`src/rtl/vreg_wb_arbiter_if.sv`:
```
// Write-back bus bundle for vreg_wb_arbiter: ALU vector port, load word port,
// issue/check scoreboard port and the register-file write port.
// Latency: none (wiring only). Backpressure: alu_ready / ld_ready driven by the slave.
interface vreg_wb_arbiter_if;
    logic              alu_valid;
    logic [3:0]        alu_addr;
    logic [3:0][31:0]  alu_data;   // lane 0 is [0]
    logic              alu_ready;
    logic              ld_valid;
    logic [3:0]        ld_addr;
    logic [31:0]       ld_word;
    logic              ld_ready;
    logic              iss_valid;
    logic [3:0]        iss_addr;
    logic [3:0]        chk_addr1;
    logic [3:0]        chk_addr2;
    logic              hazard1;
    logic              hazard2;
    logic [15:0]       busy;
    logic              wren;
    logic [3:0]        wraddr;
    logic [3:0][31:0]  wrdata;

    modport slave (
        input  alu_valid, alu_addr, alu_data, ld_valid, ld_addr, ld_word,
               iss_valid, iss_addr, chk_addr1, chk_addr2,
        output alu_ready, ld_ready, hazard1, hazard2, busy, wren, wraddr, wrdata
    );

    modport master (
        output alu_valid, alu_addr, alu_data, ld_valid, ld_addr, ld_word,
               iss_valid, iss_addr, chk_addr1, chk_addr2,
        input  alu_ready, ld_ready, hazard1, hazard2, busy, wren, wraddr, wrdata
    );
endinterface

```
`src/rtl/vreg_wb_arbiter.sv`:
```
// Write-back arbiter: ALU vectors and assembled 4-word loads share one VRF write port; RAW scoreboard.
// Latency: ALU grant -> wren next cycle; load FULL one cycle after 4th word, then granted like ALU.
// Backpressure: ld_ready low while buffer FULL; alu_ready low only when FULL and priority is load.
// Ports: clk, rst_n (async active-low); bus = vreg_wb_arbiter_if.slave carrying
//        ALU/load requests, issue/check scoreboard signals and registered wren/wraddr/wrdata.
module vreg_wb_arbiter (
    input  logic         clk,
    input  logic         rst_n,
    vreg_wb_arbiter_if.slave bus
);
    typedef enum logic { COLLECT = 1'b0, FULL = 1'b1 } ld_state_t;
    typedef enum logic { PRIO_ALU = 1'b0, PRIO_LD = 1'b1 } prio_t;

    ld_state_t         state, state_nxt;
    logic [1:0]        cnt;
    logic [3:0][31:0]  lbuf;
    logic [3:0]        laddr;
    prio_t             prio;

    logic              ld_acc;
    logic              cand_ld;
    logic              grant_alu;
    logic              grant_ld;
    logic [15:0]       busy_nxt;

    assign cand_ld   = (state == FULL);
    assign ld_acc    = bus.ld_valid & bus.ld_ready;
    // Both candidates present: prio decides; otherwise the lone candidate wins.
    assign grant_alu = bus.alu_valid & (!cand_ld | (prio == PRIO_ALU));
    assign grant_ld  = cand_ld & (!bus.alu_valid | (prio == PRIO_LD));

    // Independent of alu_valid so the ALU can use it as a plain ready.
    assign bus.alu_ready = !(cand_ld && (prio == PRIO_LD));
    assign bus.ld_ready  = (state == COLLECT);

    // Scoreboard lookups see only the registered bits; no bypass from the current write.
    assign bus.hazard1 = bus.busy[bus.chk_addr1];
    assign bus.hazard2 = bus.busy[bus.chk_addr2];

    // Load assembler state register
    always_ff @(posedge clk or negedge rst_n) begin
        if (!rst_n) state <= COLLECT;
        else        state <= state_nxt;
    end

    always_comb begin
        state_nxt = state;
        case (state)
            COLLECT: if (ld_acc && cnt == 2'd3) state_nxt = FULL;
            FULL:    if (grant_ld)              state_nxt = COLLECT;
            default: state_nxt = COLLECT;
        endcase
    end

    // Load datapath: lane buffer, lane counter, destination captured on first word
    always_ff @(posedge clk or negedge rst_n) begin
        if (!rst_n) begin
            cnt   <= 2'd0;
            lbuf  <= '0;
            laddr <= 4'd0;
        end else if (ld_acc) begin
            lbuf[cnt] <= bus.ld_word;
            cnt       <= cnt + 2'd1;
            if (cnt == 2'd0) laddr <= bus.ld_addr;
        end
    end

    // Priority flips to the other side after every grant
    always_ff @(posedge clk or negedge rst_n) begin
        if (!rst_n)         prio <= PRIO_ALU;
        else if (grant_alu) prio <= PRIO_LD;
        else if (grant_ld)  prio <= PRIO_ALU;
    end

    // Registered write port; address/data hold when idle
    always_ff @(posedge clk or negedge rst_n) begin
        if (!rst_n) begin
            bus.wren   <= 1'b0;
            bus.wraddr <= 4'd0;
            bus.wrdata <= '0;
        end else begin
            bus.wren <= grant_alu | grant_ld;
            if (grant_alu) begin
                bus.wraddr <= bus.alu_addr;
                bus.wrdata <= bus.alu_data;
            end else if (grant_ld) begin
                bus.wraddr <= laddr;
                bus.wrdata <= lbuf;
            end
        end
    end

    // Clear applied before set so a same-edge issue keeps the register pending.
    always_comb begin
        busy_nxt = bus.busy;
        if (bus.wren)      busy_nxt[bus.wraddr]   = 1'b0;
        if (bus.iss_valid) busy_nxt[bus.iss_addr] = 1'b1;
    end

    always_ff @(posedge clk or negedge rst_n) begin
        if (!rst_n) bus.busy <= 16'd0;
        else        bus.busy <= busy_nxt;
    end
endmodule

```
`src/flat_wrapper.sv`:
```
// flat-port wrapper written by rule: the top's interface ports become plain ports
module vreg_wb_arbiter_flat 
  (clk, rst_n, bus_alu_valid, bus_alu_addr, bus_alu_data, bus_ld_valid, bus_ld_addr, bus_ld_word, bus_iss_valid, bus_iss_addr, bus_chk_addr1, bus_chk_addr2, bus_alu_ready, bus_ld_ready, bus_hazard1, bus_hazard2, bus_busy, bus_wren, bus_wraddr, bus_wrdata);
  vreg_wb_arbiter_if bus_i ();
  input  logic clk;
  input  logic rst_n;
  input wire logic [$bits(bus_i.alu_valid)-1:0] bus_alu_valid;
  input wire logic [$bits(bus_i.alu_addr)-1:0] bus_alu_addr;
  input wire logic [$bits(bus_i.alu_data)-1:0] bus_alu_data;
  input wire logic [$bits(bus_i.ld_valid)-1:0] bus_ld_valid;
  input wire logic [$bits(bus_i.ld_addr)-1:0] bus_ld_addr;
  input wire logic [$bits(bus_i.ld_word)-1:0] bus_ld_word;
  input wire logic [$bits(bus_i.iss_valid)-1:0] bus_iss_valid;
  input wire logic [$bits(bus_i.iss_addr)-1:0] bus_iss_addr;
  input wire logic [$bits(bus_i.chk_addr1)-1:0] bus_chk_addr1;
  input wire logic [$bits(bus_i.chk_addr2)-1:0] bus_chk_addr2;
  output wire logic [$bits(bus_i.alu_ready)-1:0] bus_alu_ready;
  output wire logic [$bits(bus_i.ld_ready)-1:0] bus_ld_ready;
  output wire logic [$bits(bus_i.hazard1)-1:0] bus_hazard1;
  output wire logic [$bits(bus_i.hazard2)-1:0] bus_hazard2;
  output wire logic [$bits(bus_i.busy)-1:0] bus_busy;
  output wire logic [$bits(bus_i.wren)-1:0] bus_wren;
  output wire logic [$bits(bus_i.wraddr)-1:0] bus_wraddr;
  output wire logic [$bits(bus_i.wrdata)-1:0] bus_wrdata;
  assign bus_i.alu_valid = bus_alu_valid;
  assign bus_i.alu_addr = bus_alu_addr;
  assign bus_i.alu_data = bus_alu_data;
  assign bus_i.ld_valid = bus_ld_valid;
  assign bus_i.ld_addr = bus_ld_addr;
  assign bus_i.ld_word = bus_ld_word;
  assign bus_i.iss_valid = bus_iss_valid;
  assign bus_i.iss_addr = bus_iss_addr;
  assign bus_i.chk_addr1 = bus_chk_addr1;
  assign bus_i.chk_addr2 = bus_chk_addr2;
  assign bus_alu_ready = bus_i.alu_ready;
  assign bus_ld_ready = bus_i.ld_ready;
  assign bus_hazard1 = bus_i.hazard1;
  assign bus_hazard2 = bus_i.hazard2;
  assign bus_busy = bus_i.busy;
  assign bus_wren = bus_i.wren;
  assign bus_wraddr = bus_i.wraddr;
  assign bus_wrdata = bus_i.wrdata;
  vreg_wb_arbiter u_core (.clk(clk), .rst_n(rst_n), .bus(bus_i));
endmodule
```
`config.mk`:
```
export PLATFORM = sky130hd
export DESIGN_NAME = vreg_wb_arbiter_flat
export DESIGN_NICKNAME = d
export VERILOG_FILES = /design/src/rtl/vreg_wb_arbiter_if.sv /design/src/rtl/vreg_wb_arbiter.sv /design/src/flat_wrapper.sv
export SDC_FILE = /design/constraint.sdc
export NUM_CORES = 1
export LEC_CHECK = 0
export BUFFER_PORTS_ARGS = -buffer_cell sky130_fd_sc_hd__clkbuf_2
export CAP_MARGIN = 20
export CORE_MARGIN = 1
export CORE_UTILIZATION = 40
export CTS_BUF_LIST = sky130_fd_sc_hd__clkbuf_2
export DETAILED_ROUTE_END_ITERATION = 10
export SYNTH_ARGS = -nofsm -noshare
export SYNTH_HDL_FRONTEND = slang
export SYNTH_SLANG_ARGS = --single-unit
```
`constraint.sdc`:
```
create_clock -name clk -period 4.6 [get_ports clk]
set_clock_uncertainty 0.05 [all_clocks]
set_input_delay 0.23 -clock clk [delete_from_list [all_inputs] [get_ports clk]]
set_output_delay 0.23 -clock clk [all_outputs]
set_load 0.02 [all_outputs]
```
==> results of run 1 <==
## how the worst max path moves through the flow
stage                         from                to  slack [ns]
6_report            u_core.cand_ld   u_core.lbuf[44]        2.12
5_1_grt             u_core.cand_ld  u_core.lbuf[117]        1.94
4_1_cts             u_core.cand_ld   u_core.lbuf[23]        1.98
3_5_place_dp        u_core.cand_ld   u_core.lbuf[27]        2.02
3_3_place_gp        u_core.cand_ld   u_core.lbuf[21]        2.06
2_1_floorplan  u_core.bus.busy[15]       bus_hazard1        3.09
## worst max-delay path, cell delays in order (launching register included)
cell                      delay, ns
sky130_fd_sc_hd__dfrtp_1       0.48
sky130_fd_sc_hd__nor2b_1       0.54
sky130_fd_sc_hd__nand2_2       0.75
sky130_fd_sc_hd__mux2_1        0.55
## cell families (layout without fill, tap and decap cells)
logic type,count (synthesis),after routing,synth area share [%]
compound gates,167,167,7.15
xor+xnor,1,1,0.0715
fa+ha+maj,4,4,0.409
buf+inv,67,676,3.30
flops,285,285,58.2
mux,278,278,24.9
other cells,0,1,0
simple gates,170,170,5.93
## final cells by class
class	count	area (um2)
tap	390	488
clock buffer	113	566
clock inverter	13	109
inverter	5	18.8
timing repair buffer	545	3840
antenna	1	2.50
multi-input combinational	620	4730
fill	2581	13000
sequential	285	7130
## layout by cell type, fill, tap and decap left out, types with 2 or more instances in the layout
cell type	netlist	final
sky130_fd_sc_hd__nor2_1	124	124
sky130_fd_sc_hd__nor3b_1	8	8
sky130_fd_sc_hd__mux4_2	8	8
sky130_fd_sc_hd__o21ai_1	3	3
sky130_fd_sc_hd__clkinv_2	0	3
sky130_fd_sc_hd__o41ai_1	2	2
sky130_fd_sc_hd__nor2b_1	2	2
sky130_fd_sc_hd__nor3_1	8	8
sky130_fd_sc_hd__inv_2	0	2
sky130_fd_sc_hd__inv_1	4	4
sky130_fd_sc_hd__nand3b_1	3	3
sky130_fd_sc_hd__clkbuf_2	0	449
sky130_fd_sc_hd__mux2i_1	138	138
sky130_fd_sc_hd__nand2_1	11	8
sky130_fd_sc_hd__a21oi_1	124	124
sky130_fd_sc_hd__nand2_2	1	4
sky130_fd_sc_hd__buf_12	1	6
sky130_fd_sc_hd__dlygate4sd3_1	0	196
sky130_fd_sc_hd__o21ai_0	25	25
sky130_fd_sc_hd__nand3_1	5	5
sky130_fd_sc_hd__clkinv_1	1	6
sky130_fd_sc_hd__a211oi_1	8	8
sky130_fd_sc_hd__dfrtp_1	285	285
sky130_fd_sc_hd__bufinv_16	0	2
sky130_fd_sc_hd__o31ai_1	3	3
sky130_fd_sc_hd__nand2b_1	5	5
sky130_fd_sc_hd__buf_4	7	5
sky130_fd_sc_hd__ha_1	4	4
sky130_fd_sc_hd__mux2_2	131	131
## per-layer routing
metal	global-route usage, %	vias up	share of wire, %
li1	-	4597	-
met1	26.1	4645	42
met2	35.4	341	48
met3	6.36	63	6.9
met4	8.37	0	2.2
met5	0	-	0
## registers in the layout (all words and copies together), names as in the netlist
register / cells
u_core.lbuf: 128
u_core.prio: 1
u_core.bus.busy: 16
u_core.cand_ld: 1
u_core.cnt: 2
u_core.bus.wraddr: 4
u_core.bus.wrdata: 128
u_core.laddr: 4
u_core.bus.wren: 1
## timing repair
action,in CTS,in global routing
hold buffers,197,0
hold endpoints to repair,407,0
setup buffers,0,0
## power groups by stage
stage          clock network [mW]  logic [mW]  registers, mW
5_1_grt                      2.00        4.41           4.67
3_5_place_dp                    0        3.85           4.55
6_report                     1.77        4.05           4.52
3_3_place_gp                    0        3.77           4.52
2_1_floorplan                   0        2.00           5.03
4_1_cts                      1.86        4.07           4.51
## metrics by stage
stage               total power [mW]  utilization, %
floorplan                       7.03               -
global placement                8.29            47.5
detailed placement              8.40            47.5
CTS                             10.4            56.4
global route                    11.1            56.5
finish                          10.3            56.5
==> results.md, run 1 <==
- Standard cell core area: 29900 um2
- DIE HEIGHT: 177 um
- Classification of the worst setup path: register to register
- Post-Place Cells: 1646
- Cell type contributing the most total cell area after synthesis: sky130_fd_sc_hd__dfrtp_1
- CTS buffer count: 74
- Detailed placer's ending HPWL: 20.8 mm
- Top cells by area, synth: sky130_fd_sc_hd__dfrtp_1, sky130_fd_sc_hd__mux2_2, sky130_fd_sc_hd__mux2i_1
- Share of the yosys chip area belonging to registers: 58.2%
- Crit path required time: 5.23 ns
- Wire length of the first global-routing pass: 52.8 mm
- Post-place instance area: 14200 um2
- Fraction of layout instances using a drive strength above 1: 39.0%
- CTS tree: built
- Source of the worst hold timing path: bus_alu_valid
- FFs w/ async S/R, synth: 100%
- Number of antenna violations at the first check in global routing: 1
- Count of cell types in the netlist: 35
- Combinational share of power: 39.2%
- Power share of the clock group: 17.1%
- Clk_lat worst skew: 0.83 ns
- Post-synth top cells: sky130_fd_sc_hd__dfrtp_1, sky130_fd_sc_hd__mux2i_1, sky130_fd_sc_hd__mux2_2
- Worst R2R Path Depth: 3
- Critical path arrival: 3.11 ns
- Remaining DRCs: 0
- Terminus of the critical flop-to-flop path: u_core.lbuf[44]
- Share of total power consumed by net switching: 38.8%
- CTS Buffer Depth: 3
- Worst max-slew margin expressed relative to the limit: 32.0%
- Endpoint type of the worst setup path: register
- Net switching power figure: 4.01 mW
- Post-route cell area: 16900 um2
- Max Slew Vio Count: 0
- Syn Inst Count: 972
- IO Count: 338
- Hold WS: 0.114 ns
- Period Utilization, post-route: 53.8%
- Power Density: 613 nW/um2
- Site row count: 63
- 1st-pass router iterations: 5
- Initial Util: 41.0%
- RR Startpoint: u_core.cand_ld
- Pre-CTS WS: 2.02 ns
- Maximum VDD drop: 0.337 mV
- Outcome: complete, no violations
- Type of origin of the critical path: register
- Clock slew at the register clock pins of the worst setup and hold paths: 0.10 ns
- Buffer cell driving the clock tree root: sky130_fd_sc_hd__clkbuf_2
- Internal power: 6.33 mW
- Worst hold path cell count: 3
- Critical-path maximum fanout: 32
- Slew @ Worst Pin: 1.02 ns
- Summed negative setup slack over all endpoints: 0 ns
- Final Net Count: 1720
- Number of flops mapped to enable cells by yosys: 0
- Gp weighted congestion: 0.808
- Initial drt markers: 372
- Reported max-cap violation count: 0
- Tmin final: 2.48 ns
- Total vias in the final route: 9646
- Signed area change from the synthesized netlist to the final layout: 37.9%
- Most frequent cell after synthesis: sky130_fd_sc_hd__dfrtp_1
- Dominant synthesized flop cell: sky130_fd_sc_hd__dfrtp_1
- Syn Area/Cell: 12.6 um2
- Area enclosed by the die boundary: 31300 um2
- Clock Sinks: 285
- Final hold violation count: 0
- Total length of routed wires: 33.1 mm
- Non-Filler Instances: 1972
- Maximum frequency from static timing analysis: 404 MHz
- Pin count of the biggest net entering global routing: 110
- Number of port buffers: 337
- Sequential Power Share: 43.7%
- Register-to-register path setup slack: 2.12 ns
- Global-route congestion overflow total: 0
- Number of resized instances in the post-cts repair step: 0
- Via density per instance: 4.89
- Flip-flop and latch count after synthesis: 285
- Vias in the first global route: 10200
- Cell area after technology mapping: 12200 um2
- Final setup slack of the worst path: 2.12 ns
- Type of the worst min-delay path: input port to register
- Destination of the worst hold path: u_core.bus.wrdata[92]
- Net count of the mapped netlist: 1161
- Leakage power figure: 8.16 nW
- Die boundary width: 177 um
- Count of final setup violators: 0
- Number of H-tree branching levels: 3
- Overall routing resource usage: 21.4%
- Count of antenna-violating nets left after detailed routing: 0
- Post-DR wirelength/cell: 16.8 um
- Yosys Warn Count: 0
- Share of the synthesized area in the top cell type: 58.2%
- RSZ-0062 raised after global routing: no
No activity file was read; power rests on OpenSTA's default activity.
==> run 2: changes to the inputs <==
clock period = 2.3 ns   (was 4.6 ns; I/O delays follow)
==> run 2 against run 1 <==
  * Sequential power increased by 99%
  * Final area rose by 5.5%
  * Sequential share of layout area fell by 2.2 points
  * Setup slack worse by 2.1 ns
  * Combinational power increased by 110%
  * Count of clock-buffer cells in the layout stayed put
  * Largest cell class unchanged
==> results.md, run 2 (same netlist as run 1, synthesis figures left out) <==
- Final hold violation count: 0
- Pre-CTS WS: 0.377 ns
- Final Net Count: 1812
- CTS tree: built
- Buffer cell driving the clock tree root: sky130_fd_sc_hd__clkbuf_2
- Die boundary width: 177 um
- Type of origin of the critical path: register
- Share of total power consumed by net switching: 39.0%
- Maximum VDD drop: 0.550 mV
- Pin count of the biggest net entering global routing: 87
- Power Density: 1170 nW/um2
- Overall routing resource usage: 22.7%
- Crit path required time: 2.13 ns
- CTS Buffer Depth: 3
- Internal power: 12.7 mW
- Clk_lat worst skew: 0.80 ns
- Cell type of the slowest stage on the worst timing path: sky130_fd_sc_hd__mux4_2
- Combinational share of power: 41.0%
- CTS buffer count: 75
- Via density per instance: 4.94
- Remaining DRCs: 0
- Maximum frequency from static timing analysis: 442 MHz
- Tmin final: 2.27 ns
- Hold WS: 0.108 ns
- Count of final setup violators: 0
- Slew @ Worst Pin: 0.639 ns
- Final setup slack of the worst path: 0.0350 ns
- Total length of routed wires: 35.2 mm
- Wire length of the first global-routing pass: 55.9 mm
- Number of H-tree branching levels: 3
- Clock slew at the register clock pins of the worst setup and hold paths: 0.09 ns
- Classification of the worst setup path: register to output port
- 1st-pass router iterations: 5
- List of cells traversed by the critical path: mux4_2 -> mux2i_1 -> mux2i_1 -> buf_2
- Summed negative setup slack over all endpoints: 0 ns
- Standard cell core area: 29900 um2
- Total vias in the final route: 10200
- Leading cell types in the layout, fill and taps excluded: sky130_fd_sc_hd__clkbuf_2, sky130_fd_sc_hd__dfrtp_1, sky130_fd_sc_hd__dlygate4sd3_1, sky130_fd_sc_hd__mux2i_1, sky130_fd_sc_hd__mux2_2
- Power share of the clock group: 15.9%
- Post-place instance area: 14500 um2
- Signed area change from the synthesized netlist to the final layout: 45.5%
- Net switching power figure: 8.14 mW
- Vias in the first global route: 10800
- Post-DR wirelength/cell: 17.1 um
- Initial Util: 41.0%
- Number of port buffers: 337
- Number of antenna violations at the first check in global routing: 3
- Worst max-slew margin expressed relative to the limit: 57.3%
- Post-route cell area: 17800 um2
- RSZ-0062 raised after global routing: yes
- Critical path arrival: 2.10 ns
- DIE HEIGHT: 177 um
- Critical-path maximum fanout: 4
- CP most frequent cell: sky130_fd_sc_hd__mux2i_1
- Register-to-register path setup slack: 0.12 ns
- IO Count: 338
- Endpoint type of the worst setup path: output port
- Reported max-cap violation count: 0
- Sequential Power Share: 43.2%
- Fraction of layout instances using a drive strength above 1: 38.3%
- Leakage power figure: 8.57 nW
- Gp weighted congestion: 0.804
- Max Slew Vio Count: 0
- Global-route congestion overflow total: 0
- Type of the worst min-delay path: input port to register
- Buffers & Inverters on Critical Path: 1
- Site row count: 63
- Initial drt markers: 439
- Largest regs: u_core.bus.wrdata x128, u_core.lbuf x128, u_core.bus.busy x16
- Count of antenna-violating nets left after detailed routing: 0
- Clock Sinks: 285
- Kind of cell with the highest combined delay on the critical path: multiplexers
- Area enclosed by the die boundary: 31300 um2
- Most common cell after layout, fill and taps aside: sky130_fd_sc_hd__clkbuf_2
- Detailed placer's ending HPWL: 22.2 mm
- Outcome: complete, no violations
- Period Utilization, post-route: 98.5%
- Biggest cell delay along the critical path: 0.46 ns
[run 2: power by group through the flow]
stage | Sequential [mW] | Combinational (mW) | Clock, mW
2_1_floorplan | 10.1 | 4.00 | 0
3_3_place_gp | 9.03 | 7.73 | 0
3_5_place_dp | 9.07 | 7.88 | 0
4_1_cts | 8.98 | 8.51 | 3.47
5_1_grt | 9.28 | 9.27 | 3.73
6_report | 9.01 | 8.55 | 3.31
[run 2: final cells by class]
cell class / count / area, um2
Fill cell: 2446 / 12100
Clock buffer: 113 / 566
Tap cell: 390 / 488
Timing Repair Buffer: 636 / 4830
Inverter: 5 / 20.0
Clock inverter: 9 / 38.8
Sequential cell: 285 / 7130
Antenna cell: 3 / 7.51
Multi-Input combinational cell: 620 / 4730
[run 2: timing repair]
| action | 4_1_cts | 5_1_grt |
|---|---|---|
| setup buffers | 2 | 1 |
| gates resized for setup | 1 | 4 |
| hold endpoints to repair | 570 | 0 |
| hold buffers | 265 | 0 |
| endpoints found under the setup margin | 3 | 10 |
[run 2: worst reg2reg max path, delay by kind of cell, from the launching register on]
kind,cells,cell delay (ns)
multiplexers,1,0.12
AO/OA/AOI/OAI,1,0.26
buffers and inverters,2,1.17
flip-flops,1,0.53
[run 2: path summary, 6_finish.rpt]
path                                      startpoint                    to  depth (start not counted)
worst min-delay path                 bus_ld_word[29]       u_core.lbuf[29]                          3
min in group asynchronous                      rst_n       u_core.lbuf[72]                          4
worst max-delay path              u_core.bus.busy[8]           bus_hazard1                          4
max in group asynchronous                      rst_n       u_core.lbuf[69]                          4
worst min register to register       u_core.lbuf[44]       u_core.lbuf[44]                          1
worst max register to register  u_core.bus.wraddr[1]  u_core.bus.wraddr[1]                          4
[run 2: layer usage]
layer	up-vias	wire, um	GRT usage, %
met4	0	954	9.34
met1	4968	14800	27.9
met2	351	17300	37.7
li1	4770	-	-
met3	86	2240	6.12
met5	-	0	0
[run 2: metrics by stage]
step / total power [mW] / cells / util [%]
finish: 20.9 / 2061 / 59.6
global route: 22.3 / 2061 / 59.6
CTS: 21.0 / 2057 / 59.6
detailed placement: 17.0 / 1668 / 48.6
global placement: 16.8 / 1668 / 48.6
floorplan: 14.1 / 972 / -
